<file path="config.mk">
export PLATFORM = sky130hd
export DESIGN_NAME = reg_write_queue
export DESIGN_NICKNAME = d
export VERILOG_FILES = /design/src/rtl/reg_write_queue.sv
export SDC_FILE = /design/constraint.sdc
export NUM_CORES = 1
export LEC_CHECK = 0
export BUFFER_PORTS_ARGS = -buffer_cell sky130_fd_sc_hd__buf_2
export CORE_ASPECT_RATIO = 1.4
export CORE_MARGIN = 2
export CORE_UTILIZATION = 30
export CTS_CLUSTER_DIAMETER = 50
export DETAILED_ROUTE_END_ITERATION = 10
export GPL_ROUTABILITY_DRIVEN = 0
export GPL_TIMING_DRIVEN = 0
export HOLD_SLACK_MARGIN = 0.12
export PLACE_DENSITY = 0.55
export SKIP_CTS_REPAIR_TIMING = 1
export SYNTH_ARGS = -nofsm -noshare
export SYNTH_HDL_FRONTEND = slang
export SYNTH_SLANG_ARGS = --single-unit
</file>
<file path="constraint.sdc">
create_clock -name reg_wq_clk -period 7.5 [get_ports reg_wq_clk]
set_input_delay 1.5 -clock reg_wq_clk [delete_from_list [all_inputs] [get_ports reg_wq_clk]]
set_output_delay 1.5 -clock reg_wq_clk [all_outputs]
set_load 0.01 [all_outputs]
</file>
<file path="src/rtl/reg_write_queue.sv">
// In-order writeback queue feeding the register-file write port.
// Requests are buffered in a small FIFO, and a combinational query forwards the youngest pending value.
module reg_write_queue #(
    parameter int DEPTH = 4,
    parameter int AW    = 2
) (
    input  logic          reg_wq_clk,
    input  logic          reg_wq_rst,
    input  logic          reg_wq_in_valid,
    output logic          reg_wq_in_ready,
    input  logic [4:0]    reg_wq_in_id,
    input  logic [31:0]   reg_wq_in_data,
    input  logic          reg_wq_stall,
    output logic          reg_wq_write_sig,
    output logic [4:0]    reg_wq_write_id,
    output logic [31:0]   reg_wq_write_data,
    input  logic [4:0]    reg_wq_query_id,
    output logic          reg_wq_query_hit,
    output logic [31:0]   reg_wq_query_data,
    output logic [AW:0]   reg_wq_count
);

    localparam logic [AW:0] FULL_COUNT = (AW+1)'(DEPTH);

    logic [4:0]    r_ids  [DEPTH];
    logic [31:0]   r_data [DEPTH];
    logic [AW-1:0] r_rdPtr;
    logic [AW-1:0] r_wrPtr;
    logic [AW:0]   r_count;
    logic          r_writeSig;
    logic [4:0]    r_writeId;
    logic [31:0]   r_writeData;

    logic          w_accept;
    logic          w_push;
    logic          w_pop;
    logic [AW-1:0] w_idx;
    logic          w_hit;
    logic [31:0]   w_qData;

    // Ready looks only at the current count, so a full queue refuses input even while it dequeues.
    assign reg_wq_in_ready = !reg_wq_rst && (r_count != FULL_COUNT);
    assign w_accept        = reg_wq_in_valid && reg_wq_in_ready;
    assign w_push          = w_accept && (reg_wq_in_id != 5'd0);
    assign w_pop           = !reg_wq_stall && (r_count != '0);

    always_ff @(posedge reg_wq_clk) begin
        if (w_push) begin
            r_ids[r_wrPtr]  <= reg_wq_in_id;
            r_data[r_wrPtr] <= reg_wq_in_data;
        end
    end

    always_ff @(posedge reg_wq_clk) begin
        if (reg_wq_rst) begin
            r_rdPtr     <= '0;
            r_wrPtr     <= '0;
            r_count     <= '0;
            r_writeSig  <= 1'b0;
            r_writeId   <= 5'd0;
            r_writeData <= 32'd0;
        end else begin
            if (w_push) begin
                r_wrPtr <= r_wrPtr + 1'b1;
            end
            if (w_pop) begin
                r_writeSig  <= 1'b1;
                r_writeId   <= r_ids[r_rdPtr];
                r_writeData <= r_data[r_rdPtr];
                r_rdPtr     <= r_rdPtr + 1'b1;
            end else begin
                r_writeSig  <= 1'b0;
            end
            if (w_push && !w_pop) begin
                r_count <= r_count + 1'b1;
            end else if (!w_push && w_pop) begin
                r_count <= r_count - 1'b1;
            end
        end
    end

    // Scan oldest to youngest so later matches overwrite earlier ones; the output register is oldest of all.
    always_comb begin
        w_hit   = 1'b0;
        w_qData = 32'd0;
        w_idx   = '0;
        if (reg_wq_query_id != 5'd0) begin
            if (r_writeSig && (r_writeId == reg_wq_query_id)) begin
                w_hit   = 1'b1;
                w_qData = r_writeData;
            end
            for (int i = 0; i < DEPTH; i++) begin
                w_idx = r_rdPtr + AW'(i);
                if (((AW+1)'(i) < r_count) && (r_ids[w_idx] == reg_wq_query_id)) begin
                    w_hit   = 1'b1;
                    w_qData = r_data[w_idx];
                end
            end
        end
    end

    assign reg_wq_write_sig  = r_writeSig;
    assign reg_wq_write_id   = r_writeId;
    assign reg_wq_write_data = r_writeData;
    assign reg_wq_query_hit  = w_hit;
    assign reg_wq_query_data = w_qData;
    assign reg_wq_count      = r_count;

endmodule

</file>
==> impl_metrics.yaml, run 1 <==
logic_synthesis:
  synth.area.top_cells: "edfxtp_1 38%, mux4_2 15%, dfxtp_1 8.0%"
  synthFlopType: "edfxtp_1"
  yosysSeqAreaShare_pct: 45.9
  synth.net_count: 1030
  synth_enable_flop_cells: 148
  synth_top_area_share_pct: 37.8
  yosys.cell_types.count: 50
  yosysWarnings: 0
  syn_area_um2: 11700
  synth_most_common_cell: "edfxtp_1"
  synth-seq-cells: 195
  yosys-top-cells-count: "148 x edfxtp_1, 136 x nand2_1, 80 x mux4_2, 55 x clkbuf_1, 51 x o21ai_0"
  syn_inst: 975
  synth_area_per_cell_um2: 12.0
  async_reset_ff_share_pct: 0
  yosysTopAreaCell: "edfxtp_1"
routing:
  drt-pass1-iter-count: 5
  drc: 0
  via_per_inst: 5.69
  vias: 9372
  ant_nets: 0
  first_iter_violations: 952
  wire_per_inst_um: 24.1
  finalWirelength_mm: 39.7
sta:
  skew_ns: 0.0101
  tns_ns: 0
  drv_slew: 0
  fin_crit_ns: 6.29
  tightestPinTransition_ns: 1.19
  fmax_mhz: 159
  hold_violations: 0
  maxSlewHeadroom_pct: 20.7
  fin_crit_sh_pct: 83.9
  rsz0062_at_grt: "no"
  setup-violations-final: 0
worst_setup_path:
  path_class: "in2out"
  cp-end-kind: "output pin"
  startpoint_type: "input port"
  worstPathRequired_ns: 6.00
  reg2reg_slack_ns: 4.41
  timing.rr.start: "reg_wq_count[2]$_SDFFE_PP0P_"
  arrival_ns: 4.79
  reg2reg_depth: 7
  r2r_end: "reg_wq_write_data[21]$_SDFFE_PP0P_"
  crit_start: "reg_wq_query_id[4]"
  critPathMaxFanout: 10
  endpoint: "reg_wq_query_data[11]"
power:
  pwr-share-clk_pct: 25.1
  pwr_density_cell_nw_per_um2: 258
  p_int_w: 0.00221
  power_frac_seq_pct: 38.0
  switching_share_pct: 37.0
  leakage_nw: 4.68
  ir_drop_uv: 170
  pwr-share-comb_pct: 36.9
  total_power_w: 0.00351
  switchingPower_w: 0.00130
grt:
  grt_pass1_vias: 9531
  grt_pass1_wl_mm: 59.1
  antenna_found_initial: 1
  overflow: 0
  track_usage_pct: 19.7
  grt_max_degree: 29
floorplan:
  rows: 85
  core_um2: 38500
  initial_utilization_pct: 30.5
  die_height_um: 238
  die_area_um2: 40800
  die_w_um: 171
  ioPinCount: 121
final_layout:
  fillers: 3888
  antenna_cells: 0
  syn_to_final_growth_pct: 15.9
  nets: 1168
  drive_gt1_share_pct: 28.3
min_path:
  hp-class: "reg2reg"
clock_tree:
  clock_sinks: 195
  clockBufferDepth: 2
  path_clk_slew_ns: 0.08
  clockRootBuffer: "clkbuf_16"
  clkLatencyLatePin_ns: 0.47
  htreeDepth: 4
  cts_buffers: 17
  tritoncts: "built"
job:
  drv_cap: 0
placement:
  portBuffers: 115
  hpwl_mm: 29.2
status:
  status: "complete, no violations"
[area by class of cell]
class	count	area [um2]	share of cell area [%]
well taps	522	653	4.80
repair buffers	119	656	4.82
plain buffers	94	425	3.13
clock buffers	19	433	3.18
clock inverters	13	119	0.873
inverters	33	124	0.910
flip-flops and latches	195	5390	39.6
multi-input cells	653	5820	42.7
[logic make-up after synthesis]
logic type	count (synthesis)	share of synthesized area [%]
AOI/OAI and AO/OA	238	15.4
xor gates and xnor gates	29	2.16
adders and majority gates	9	0.959
buffers and inverters	127	4.68
DFF	195	45.9
muxes	161	22.8
and+or+nand+nor	216	8.19
[power by group through the flow]
| stage | Sequential [W] | Clock, W | Combinational, W |
|---|---|---|---|
| after floorplan | 0.00136 | 0 | 0.000855 |
| final | 0.00133 | 0.000880 | 0.00129 |
| after detailed placement | 0.00136 | 0 | 0.00129 |
| after CTS | 0.00133 | 0.000895 | 0.00129 |
| after global placement | 0.00136 | 0 | 0.00126 |
| after global routing | 0.00134 | 0.000930 | 0.00139 |
[placed cells by master, fill, tap and decap left out, types with 14 or more instances in the layout]
master	count
a2111o_1	24
a21oi_1	46
a221oi_1	33
buf_1	14
buf_2	131
clkbuf_1	57
clkbuf_16	17
dfxtp_1	47
edfxtp_1	148
inv_1	32
mux2_2	37
mux2i_1	43
mux4_2	80
nand2_1	136
nand4_1	27
nor2_1	23
o21ai_0	51
o22ai_1	14
o22ai_2	14
o31a_1	26
xnor2_1	14
xor2_1	15
[layer usage]
metal | vias up | track usage, % | wire [um]
met5 | - | 0 | 16
met2 | 467 | 34.2 | 20400
met3 | 90 | 3.77 | 2710
met1 | 4691 | 22.8 | 14900
met4 | 2 | 10.5 | 1750
li1 | 4122 | - | -
[critical path: stages]
cell      delay (ns)
clkbuf_1        0.30
xor2_1          0.11
nor4_1          0.32
nand3_1         0.27
a21oi_1         0.97
clkbuf_1        0.57
a221oi_1        0.20
o22ai_1         0.34
buf_2           0.20
[worst min-delay path by stage]
stage | startpoint | to | slack [ns] | cells past startpoint
finish | reg_wq_write_data[30]$_SDFFE_PP0P_ | reg_wq_write_data[30]$_SDFFE_PP0P_ | 0.48 | 2
global route | reg_wq_write_id[4]$_SDFFE_PP0P_ | reg_wq_write_id[4]$_SDFFE_PP0P_ | 0.50 | 2
CTS | reg_wq_write_data[14]$_SDFFE_PP0P_ | reg_wq_write_data[14]$_SDFFE_PP0P_ | 0.47 | 2
detailed placement | reg_wq_write_data[14]$_SDFFE_PP0P_ | reg_wq_write_data[14]$_SDFFE_PP0P_ | 0.46 | 2
global placement | reg_wq_write_data[14]$_SDFFE_PP0P_ | reg_wq_write_data[14]$_SDFFE_PP0P_ | 0.46 | 2
floorplan | reg_wq_write_data[0]$_SDFFE_PP0P_ | reg_wq_write_data[0]$_SDFFE_PP0P_ | 0.49 | 2
[stage by stage]
stage / hold WS, ns / std cells / setup slack, ns / utilization [%] / area [um2]
floorplan: 0.493 / 975 / 2.58 / - / 11700
global placement: 0.456 / 1612 / 1.43 / 33.7 / 13000
detailed placement: 0.463 / 1616 / 1.40 / 33.9 / 13100
CTS: 0.474 / 1648 / 1.40 / 35.4 / 13600
global route: 0.500 / 1648 / 1.18 / 35.4 / 13600
finish: 0.479 / 1648 / 1.21 / 35.4 / 13600
[sequential cells by signal, indices dropped and copies added (netlist names), named ones only]
register,cells
reg_wq_write_sig,1
r_ids,20
r_data,128
reg_wq_count,3
r_wrPtr,2
r_rdPtr,2
reg_wq_write_id,5
reg_wq_write_data,32
Note: power is estimated with default switching activity, not from simulation.
==> run 2, diff against run 1 <==
==> constraint.sdc (replaced) <==
create_clock -name reg_wq_clk -period 6.5 [get_ports reg_wq_clk]
set_input_delay 1.3 -clock reg_wq_clk [delete_from_list [all_inputs] [get_ports reg_wq_clk]]
set_output_delay 1.3 -clock reg_wq_clk [all_outputs]
set_load 0.01 [all_outputs]
==> run 2 against run 1 <==
Sequential share of layout area is the same. Via count decreased by 0.26%. Global-route usage barely moved. Clock power grew 15%. Sequential cell count did not move. Critical path depth is the same. Wire length decreased by 0.23%. Cell area unchanged. Critical path type unchanged. Largest cell class unchanged. Highest routed layer unchanged.
==> impl_metrics.yaml, run 2 (synthesized netlist as in run 1, its figures left out) <==
clock_tree:
  clkLatencyLatePin_ns: 0.47
  clockRootBuffer: "clkbuf_16"
  htreeDepth: 4
  clock_sinks: 195
  cts_buffers: 17
  tritoncts: "built"
  clockBufferDepth: 2
  path_clk_slew_ns: 0.08
job:
  drv_cap: 0
power:
  ir_drop_uv: 194
  pwr-share-comb_pct: 36.8
  switchingPower_w: 0.00149
  switching_share_pct: 36.9
  power_frac_seq_pct: 38.1
  leakage_nw: 4.68
  pwr_density_cell_nw_per_um2: 297
  p_int_w: 0.00255
  total_power_w: 0.00404
  pwr-share-clk_pct: 25.1
grt:
  overflow: 0
  track_usage_pct: 19.7
  grt_pass1_wl_mm: 59.0
  grt_max_degree: 29
  antenna_found_initial: 1
  grt_pass1_vias: 9547
worst_setup_path:
  startpoint_type: "input port"
  cp_top_family: "compound AO/OA/AOI/OAI gates"
  crit_top_cell: "clkbuf_1"
  crit_buf_inv: 3
  worstPathRequired_ns: 5.20
  slowest_stage: "a21oi_1"
  max_stage_delay_ns: 0.92
  worstPathCellList: "clkbuf_1 -> xor2_1 -> nor4_1 -> nand3_1 -> a21oi_1 -> clkbuf_1 -> a221oi_1 -> o22ai_1 -> buf_2"
  path_class: "in2out"
  critPathMaxFanout: 10
  cp-end-kind: "output pin"
  arrival_ns: 4.51
routing:
  drt-pass1-iter-count: 8
  highest_layer: "met5"
  ant_nets: 0
  drc: 0
  via_per_inst: 5.67
  met3_length_mm: 2.32
  wire_per_inst_um: 24.1
  m1WireLength_mm: 15.3
  first_iter_violations: 805
  vias: 9348
  wl_met2_mm: 20.4
  finalWirelength_mm: 39.6
sta:
  rsz0062_at_grt: "no"
  hold_violations: 0
  fin_crit_ns: 5.81
  tns_ns: 0
  fin_crit_sh_pct: 89.3
  skew_ns: 0.0108
  tightestPinTransition_ns: 1.12
  setup_slack_ns: 0.694
  drv_slew: 0
  fmax_mhz: 172
  setup-violations-final: 0
  maxSlewHeadroom_pct: 25.3
final_layout:
  final_common_cell: "edfxtp_1"
  nets: 1168
  final_cell_mix: "148 x edfxtp_1, 136 x nand2_1, 131 x buf_2"
  drive_gt1_share_pct: 28.3
  largest_register: "r_data"
  syn_to_final_growth_pct: 15.9
  largest_reg_flops: 128
  antenna_cells: 0
floorplan:
  initial_utilization_pct: 30.5
  die_area_um2: 40800
  core_um2: 38500
  die_w_um: 171
  die_height_um: 238
  rows: 85
  ioPinCount: 121
placement:
  hpwl_mm: 29.2
  post-place-ws_ns: 0.801
  portBuffers: 115
status:
  status: "complete, no violations"
min_path:
  hp-class: "reg2reg"
[run 2: layer usage]
layer	GRT usage (%)	vias to the layer above
li1	-	4126
met1	22.8	4765
met2	34.0	376
met3	3.62	79
met4	10.8	2
met5	0	-
[run 2: layout make-up]
type | instances | area (um2)
clock buffer | 19 | 433
inverter | 33 | 124
clock inverter | 13 | 119
multi-input combinational | 653 | 5820
sequential | 195 | 5390
timing repair buffer | 119 | 656
buffer | 94 | 425
fill | 3888 | 24900
tap | 522 | 653
[run 2: power groups by stage]
stage                     clock (W)  combinational, W  sequential [W]
after floorplan                   0          0.000986         0.00157
after global placement            0           0.00146         0.00157
after detailed placement          0           0.00148         0.00157
after CTS                   0.00103           0.00149         0.00154
after global routing        0.00107           0.00160         0.00155
final                       0.00101           0.00149         0.00154
[run 2: final timing paths]
path,start,endpoint,slack (ns),depth (start not counted)
hold reg to reg,reg_wq_write_data[30]$_SDFFE_PP0P_,reg_wq_write_data[30]$_SDFFE_PP0P_,0.48,2
setup reg to reg,reg_wq_count[2]$_SDFFE_PP0P_,reg_wq_write_data[26]$_SDFFE_PP0P_,3.44,7
hold / removal,reg_wq_write_data[30]$_SDFFE_PP0P_,reg_wq_write_data[30]$_SDFFE_PP0P_,0.48,2
setup / recovery,reg_wq_query_id[4],reg_wq_query_data[11],0.69,9
[run 2: worst register-to-register path, cell delays in order (launching register included)]
cell      delay (ns)
dfxtp_1         0.32
clkbuf_1        0.48
inv_1           0.30
a21oi_1         0.42
clkbuf_1        0.59
buf_1           0.61
nand2_1         0.12
a21oi_1         0.14
[run 2: stage by stage]
step | hold WS (ns) | instance area (um2) | utilization (%) | cells
after CTS | 0.474 | 13600 | 35.4 | 1648
after global routing | 0.500 | 13600 | 35.4 | 1648
after detailed placement | 0.463 | 13100 | 33.9 | 1616
final | 0.478 | 13600 | 35.4 | 1648
after global placement | 0.456 | 13000 | 33.7 | 1612
after floorplan | 0.493 | 11700 | - | 975
